## config.mk

```make
export PLATFORM = sky130hd
export DESIGN_NAME = decoder_lane_arbiter
export DESIGN_NICKNAME = d
export VERILOG_FILES = /design/src/rtl/decoder_lane_arbiter.sv
export SDC_FILE = /design/constraint.sdc
export NUM_CORES = 1
export LEC_CHECK = 0
export CELL_PAD_IN_SITES_DETAIL_PLACEMENT = 0
export CELL_PAD_IN_SITES_GLOBAL_PLACEMENT = 2
export CORE_MARGIN = 2
export CORE_UTILIZATION = 19
export CTS_BUF_LIST = sky130_fd_sc_hd__clkbuf_4 sky130_fd_sc_hd__clkbuf_8
export DETAILED_ROUTE_END_ITERATION = 6
export GPL_TIMING_DRIVEN = 1
export PLACE_DENSITY_LB_ADDON = 0.05
export REMOVE_ABC_BUFFERS = 1
export SYNTH_ARGS = -nofsm -noshare
export SYNTH_HDL_FRONTEND = slang
export SYNTH_SLANG_ARGS = --single-unit
export TNS_END_PERCENT = 1
```

## constraint.sdc

```tcl
create_clock -name aclk -period 3.15 [get_ports aclk]
set_input_delay 0.63 -clock aclk [delete_from_list [all_inputs] [get_ports aclk]]
set_output_delay 0.63 -clock aclk [all_outputs]
set_load 0.01 [all_outputs]
```

## src/rtl/decoder_lane_arbiter.sv

```systemverilog
// Round-robin burst arbiter merging NUM_LANES decoder FIFO lanes onto one registered
// AXI-Stream output; each grant lasts up to MAX_BURST beats and beats carry their lane index.
module decoder_lane_arbiter #(
  parameter int unsigned NUM_LANES = 4,
  parameter int unsigned DWIDTH    = 64,
  parameter int unsigned MAX_BURST = 16,
  localparam int unsigned LW = ($clog2(NUM_LANES) > 1) ? $clog2(NUM_LANES) : 1,
  localparam int unsigned BW = ($clog2(MAX_BURST) > 1) ? $clog2(MAX_BURST) : 1
) (
  input  logic                          aclk,
  input  logic                          rst,
  input  logic [NUM_LANES-1:0]          lane_enable,
  input  logic [NUM_LANES*DWIDTH-1:0]   s_axis_tdata,
  input  logic [NUM_LANES-1:0]          s_axis_tvalid,
  output logic [NUM_LANES-1:0]          s_axis_tready,
  output logic [DWIDTH-1:0]             m_axis_tdata,
  output logic [LW-1:0]                 m_axis_tdest,
  output logic                          m_axis_tvalid,
  input  logic                          m_axis_tready,
  output logic [NUM_LANES-1:0]          grant_onehot
);

  localparam logic [LW:0]   NumLanesW = (LW + 1)'(NUM_LANES);
  localparam logic [LW-1:0] LastLane  = LW'(NUM_LANES - 1);
  localparam logic [BW-1:0] LastBeat  = BW'(MAX_BURST - 1);

  typedef enum logic [0:0] {StIdle, StGrant} state_e;

  state_e            state_q;
  logic [LW-1:0]     rr_ptr_q;
  logic [LW-1:0]     grant_idx_q;
  logic [BW-1:0]     burst_cnt_q;

  logic [NUM_LANES-1:0] req;
  logic                 out_rdy;
  logic                 xfer;
  logic                 release_grant;
  logic                 sel_found;
  logic [LW-1:0]        sel_idx;
  logic [LW-1:0]        next_ptr;
  logic [LW:0]          scan_sum;
  logic [DWIDTH-1:0]    lane_data [NUM_LANES];

  for (genvar g = 0; g < NUM_LANES; g++) begin : g_lane_data
    assign lane_data[g] = s_axis_tdata[g*DWIDTH +: DWIDTH];
  end

  assign req     = s_axis_tvalid & lane_enable;
  assign out_rdy = ~m_axis_tvalid | m_axis_tready;

  // First requesting lane at or after rr_ptr; the sum is folded so it never exceeds NUM_LANES-1.
  always_comb begin
    sel_found = 1'b0;
    sel_idx   = '0;
    scan_sum  = '0;
    for (int i = 0; i < NUM_LANES; i++) begin
      scan_sum = {1'b0, rr_ptr_q} + (LW + 1)'(i);
      if (scan_sum >= NumLanesW) begin
        scan_sum = scan_sum - NumLanesW;
      end
      if (!sel_found && req[scan_sum[LW-1:0]]) begin
        sel_found = 1'b1;
        sel_idx   = scan_sum[LW-1:0];
      end
    end
  end

  assign next_ptr = (grant_idx_q == LastLane) ? '0 : grant_idx_q + 1'b1;

  // Ready ignores the lane's own tvalid; gated by rst so nothing is accepted in a reset cycle.
  always_comb begin
    s_axis_tready = '0;
    if (state_q == StGrant && !rst) begin
      s_axis_tready[grant_idx_q] = out_rdy & lane_enable[grant_idx_q];
    end
  end

  assign xfer = (state_q == StGrant) && s_axis_tvalid[grant_idx_q] && s_axis_tready[grant_idx_q];

  assign release_grant = (xfer && (burst_cnt_q == LastBeat)) ||
                         !s_axis_tvalid[grant_idx_q] || !lane_enable[grant_idx_q];

  always_ff @(posedge aclk) begin
    if (rst) begin
      state_q       <= StIdle;
      rr_ptr_q      <= '0;
      grant_idx_q   <= '0;
      burst_cnt_q   <= '0;
      grant_onehot  <= '0;
      m_axis_tdata  <= '0;
      m_axis_tdest  <= '0;
      m_axis_tvalid <= 1'b0;
    end else begin
      if (xfer) begin
        m_axis_tdata  <= lane_data[grant_idx_q];
        m_axis_tdest  <= grant_idx_q;
        m_axis_tvalid <= 1'b1;
      end else if (m_axis_tready) begin
        m_axis_tvalid <= 1'b0;
      end

      case (state_q)
        StIdle: begin
          if (sel_found) begin
            grant_idx_q  <= sel_idx;
            burst_cnt_q  <= '0;
            grant_onehot <= NUM_LANES'(1) << sel_idx;
            state_q      <= StGrant;
          end
        end
        StGrant: begin
          if (xfer) begin
            burst_cnt_q <= burst_cnt_q + 1'b1;
          end
          if (release_grant) begin
            state_q      <= StIdle;
            rr_ptr_q     <= next_ptr;
            grant_onehot <= '0;
          end
        end
        default: state_q <= StIdle;
      endcase
    end
  end

endmodule

```

---- Yosys cells after proc, flatten, opt, wreduce, memory -nomap -nowiden ----
Cells that the tools add are included.
storage, ports and cells
  register bits ........................... 80
  latch bits .............................. 0
  RAM bits ................................ 0
  bits in read-only memories .............. 0
  output and inout bits ................... 75
  logic and storage cells ................. 106
  memories ................................ 0
operators by class
  add/sub/neg operators ................... 9
  multipliers ............................. 0
  div/mod/pow operators ................... 0
  magnitude comparators ................... 11
  eq/ne operators ......................... 5
  shift-type cells ........................ 1
  muxes and demuxes ....................... 44
  bitwise gates (word level) .............. 7
  reduce and logical (&&, ||, !) cells .... 21
operators with widths
  kind                   number
  $bmux W64 S2           1
  $mux W64               2
  $mux W4                5
  $mux W2                9
  $mux W1                16
  $pmux W4 S2            2
  $lt A2 B3 Y1 const B   5
  $bmux W1 S2            7
  $ge A3 B3 Y1 const B   4
  $and A4 B4 Y4          2
  $logic_and A1 B1 Y1    8
  $reduce_and A2 Y1      4
  $sub A2 B1 Y2 const B  4
  $add A2 B2 Y3 const B  2
  $logic_not A1 Y1       6
  $add A4 B1 Y4 const B  1
  $eq A4 B4 Y1 const B   1
  $ne A2 B1 Y1 const B   2
  $shl A1 B2 Y4 const A  1
  $add A2 B1 Y3 const B  1
  $ge A2 B3 Y1 const B   1
  $not A2 Y3             1
  $add A2 B1 Y2 const B  1
  $demux W1 S2           1
  other kinds (9)        11

---- Logic depth before layout (Yosys ltp) ----
  depth after elaboration ................. 17
  gate-level depth with buffers ........... 13
  depth with buffers taken out ............ 7

---- Worst setup path after synthesis ----
Ideal clock, no wire load.
  kind .................................... register to register
  from .................................... register grant_idx_q[0]
  to ...................................... register m_axis_tdata[23]
  arrival ................................. 2.183 ns
  required time ........................... 3.080 ns
  path slack .............................. 0.897 ns
  cell stages (with the launch flop) ...... 13
  buffers on the path ..................... 5
  clock period less this slack ............ 2.253 ns
  cell sequence ........................... dfxtp_1 > buf_6 > buf_6 > buf_2 > inv_1 > ha_1 > nand3b_1 > a211oi_2 > o21ai_2 > buf_2 > buf_2 > nand2_1 > a21oi_1
between the ends
  longest elaborated chain between the ends .. 9
ends and longest elaborated chain
  item                                                                RTL line  text
  start: declaration                                                  31        logic [LW-1:0] grant_idx_q;
  start signal: assignment                                            105       grant_idx_q <= sel_idx;
  $lt A2 B3 Y1 (not written as such) or $ge A2 B1 Y1 (tied branches)  74        s_axis_tready[grant_idx_q] = out_rdy & lane_enable[grant_idx_q];
  $logic_and A1 B1 Y1 (not written as such)                           74
  $mux W1 (not written as such)                                       74
  $demux W1 S2                                                        74
  $and A4 B4 Y4 (no line)                                             --
  $mux W4                                                             73        if (state_q == StGrant && !rst) begin
  $bmux W1 S2                                                         78        assign xfer = (state_q == StGrant) && s_axis_tvalid[grant_idx_q] && s_axis_tready[grant_idx_q];
  $mux W1 (not written as such)                                       78
  $logic_and A1 B1 Y1                                                 78
  end signal: assignment                                              95        m_axis_tdata <= lane_data[grant_idx_q];
  end: declaration                                                    16        output logic [DWIDTH-1:0] m_axis_tdata,
Several ways; a longest one is shown, not always the timed one. The select of a mux whose other input is x is not followed.
A chain may end at the register's enable or synchronous reset.

---- Final worst setup path ----
  from .................................... input port lane_enable[0]
  to ...................................... output port s_axis_tready[1]
between the ends
  longest elaborated chain between the ends .. 5
ends and longest elaborated chain
  item                           RTL line  text
  start: declaration             12        input logic [NUM_LANES-1:0] lane_enable,
  $bmux W1 S2                    74
  $mux W1 (not written as such)  74
  $and A1 B1 Y1                  74
  $and A4 B4 Y4 (no line)        --
  $mux W4                        73
  end: declaration               15        output logic [NUM_LANES-1:0] s_axis_tready,
Every way passes these cells. The select of a mux whose other input is x is not followed.

==> results.sh <==
export IMPL_max_cap_violations=0
export IMPL_ant_nets=0
export IMPL_cts_made_buffers=9
export IMPL_dp_hpwl_um=15400
export IMPL_preCtsSetupSlack_ns=0.185
export IMPL_hold_end="m_axis_tdata[40]"
export IMPL_grt_max_degree=69
export IMPL_dr_pass1_iters=6
export IMPL_vdd_drop_max_uv=155
export IMPL_setup_viol=0
export IMPL_fill_cells=2462
export IMPL_dr_first_iter_drc_count=166
export IMPL_post_route_drc_count=0
export IMPL_drv_slew=0
export IMPL_synthTopCellsByArea="dfxtp_1 (34%), mux4_2 (32%), nand2_1 (11%), a21oi_1 (7.6%), buf_2 (1.6%)"
export IMPL_syn2layout_area_growth_pct=84.9
export IMPL_wl_per_cell_um=17.6
export IMPL_synth_top_area_share_pct=33.9
export IMPL_fin_nets=1068
export IMPL_synth_seq_cells=80
export IMPL_fp_dieH_um=162
export IMPL_rsz0062_at_grt="false"
export IMPL_cts_root_buf="clkbuf_8"
export IMPL_relSlewSlack_pct=35.9
export IMPL_netlist_area_um2=4720
export IMPL_grt_use_total_pct=15.0
export IMPL_post_cts_buffers=0
export IMPL_ys_seq_area_share_pct=33.9
export IMPL_crit_fanout=5
export IMPL_final_common_cell="clkdlybuf4s50_1"
export IMPL_port_buffers=341
export IMPL_final_cell_mix="clkdlybuf4s50_1 (340), nand2_1 (142), dfxtp_1 (78), a21oi_1 (72), mux4_2 (66)"
export IMPL_htree_num_levels=3
export IMPL_cts_resized=0
export IMPL_path_class="primary input to primary output"
export IMPL_critPathLaunchType="primary input"
export IMPL_antenna_found_initial=1
export IMPL_dieArea_um2=26100
export IMPL_power_density_nw_per_um2=333
export IMPL_worst_slew_pin_slew_ns=0.961
export IMPL_setup_slack_ns=0.194
export IMPL_ctsHoldBuffers=0
export IMPL_finalCritPeriodShare_pct=93.8
export IMPL_grt_pass1_vias=5249
export IMPL_timing_rr_start="grant_idx_q[0]"
export IMPL_clkLatencyLatePin_ns=0.37
export IMPL_gp_congestion=0.813
export IMPL_power_leakage_nw=2.84
export IMPL_yosysTopAreaCell="dfxtp_1"
export IMPL_reg2reg_slack_ns=0.77
export IMPL_die_x_um=162
export IMPL_drive_gt1_share_pct=13.1
export IMPL_hold_viol=0
export IMPL_synth_ff_type="dfxtp_1"
export IMPL_yosysUniqueCellTypes=43
export IMPL_grt_first_pass_wirelength_um=29700
export IMPL_end_kind="primary output"
export IMPL_syn_mean_instance_area_um2=9.98
export IMPL_yosysWarnings=0
export IMPL_min_period_ns=2.96
export IMPL_min_delay_start="m_axis_tdata[40]"
export IMPL_clk_path_buf_depth=2
export IMPL_required_ns=2.52
export IMPL_vias=4936
export IMPL_synth_edf_count=0
export IMPL_cts_sinks=80
export IMPL_io_pin_count=342
export IMPL_async_flop_share_pct=0
export IMPL_postSynthCellCount=473
export IMPL_status="finished clean"
export IMPL_fmax_mhz=338
export IMPL_clk_pin_slew_ns=0.08
export IMPL_start_util_pct=19.4
export IMPL_cp_data_arrival_time_ns=2.33
export IMPL_cts_tree="done"
export IMPL_vias_per_cell=4.38
export IMPL_hold_depth=2
export IMPL_routed_wl_um=19800
export IMPL_hp_class="flop to flop"
export IMPL_r2r_end="burst_cnt_q[2]"
export IMPL_rr_worst_depth=8
export IMPL_core_area_um2=24300
export IMPL_power_mw=2.91
export IMPL_clock_skew_ns=0.0102
export IMPL_rows=57
export IMPL_overflow=0
-- cells in the mapped netlist, types with 2 or more instances --
cell type and number:
nand2_1 142, dfxtp_1 80, a21oi_1 72, mux4_2 66
clkbuf_1 20, buf_2 15, nand3_1 8, nor2_1 8
nand3b_1 6, ha_1 5, nand2b_1 5, and3_1 4
buf_6 4, mux2i_1 3, a211oi_2 2, and2_1 2
inv_1 2, o21a_1 2, o21ai_0 2, o31ai_1 2
-- metal layers --
layer | track usage (%) | part of all wire (%) | vias up
li1 | - | - | 2378
met4 | 2.88 | 0.96 | 0
met5 | 0 | 0 | -
met2 | 29.0 | 54 | 189
met1 | 15.6 | 36 | 2357
met3 | 4.98 | 8.4 | 12
-- worst max-delay path, cell delays in order --
cell and delay, ns:
clkdlybuf4s50_1 0.49, mux4_2 0.54, and3_1 0.19, clkdlybuf4s50_1 0.48
-- layout make-up --
cell class                 count  area (um2)  share of cell area, %
antenna                        1        2.50                 0.0287
clock buffer                  11         145                   1.66
clock inverter                 5         128                   1.46
inverter                       2        7.51                 0.0860
multi-input combinational    349        2910                   33.3
sequential                    80        1610                   18.4
tap                          324         405                   4.65
timing repair buffer         354        3520                   40.4
-- flip-flops by register name, summed over array words and instances (netlist names) --
signal	flops
burst_cnt_q	4
grant_idx_q	2
grant_onehot	4
m_axis_tdata	64
m_axis_tdest	2
m_axis_tvalid	1
rr_ptr_q	2
state_q	1
-- how the worst max path moves through the flow --
stage	from	endpoint	slack, ns	depth (start not counted)
after global placement	m_axis_tready	s_axis_tready[3]	0.20	5
after detailed placement	m_axis_tready	s_axis_tready[1]	0.18	5
after global routing	m_axis_tready	s_axis_tready[1]	0.11	5
after CTS	m_axis_tready	s_axis_tready[1]	0.18	5
final	lane_enable[0]	s_axis_tready[1]	0.19	4
after floorplan	grant_idx_q[0]	burst_cnt_q[3]	-2.68	7
-- power by group --
part | switching (mW) | internal (mW) | leakage (nW)
logic | 0.274 | 0.538 | 2.06
clock network | 0.396 | 0.637 | 0.133
registers | 0.0247 | 1.04 | 0.648
total | 0.694 | 2.21 | 2.84
-- cells by family (layout without fill, tap and decap cells) --
kind of cell / after synthesis / in the layout / share of synthesized area, %
other cells: 0 / 1 / 0
buf+inv: 44 / 372 / 4.64
mux: 70 / 70 / 32.4
simple gates: 181 / 181 / 16.2
compound gates: 93 / 93 / 11.5
flops: 80 / 80 / 33.9
fa+ha+maj: 5 / 5 / 1.33
-- metrics by stage --
step | hold slack (ns) | setup TNS (ns) | std cells | utilization, % | area (um2)
2_1_floorplan | 0.442 | -189.10 | 431 | - | 4510
3_3_place_gp | 0.443 | 0 | 1109 | 34.7 | 8450
3_5_place_dp | 0.448 | 0 | 1109 | 34.7 | 8450
4_1_cts | 0.460 | 0 | 1125 | 35.9 | 8720
5_1_grt | 0.478 | 0 | 1125 | 35.9 | 8720
6_report | 0.454 | 0 | 1126 | 35.9 | 8720
(Power assumes the default switching activity.)
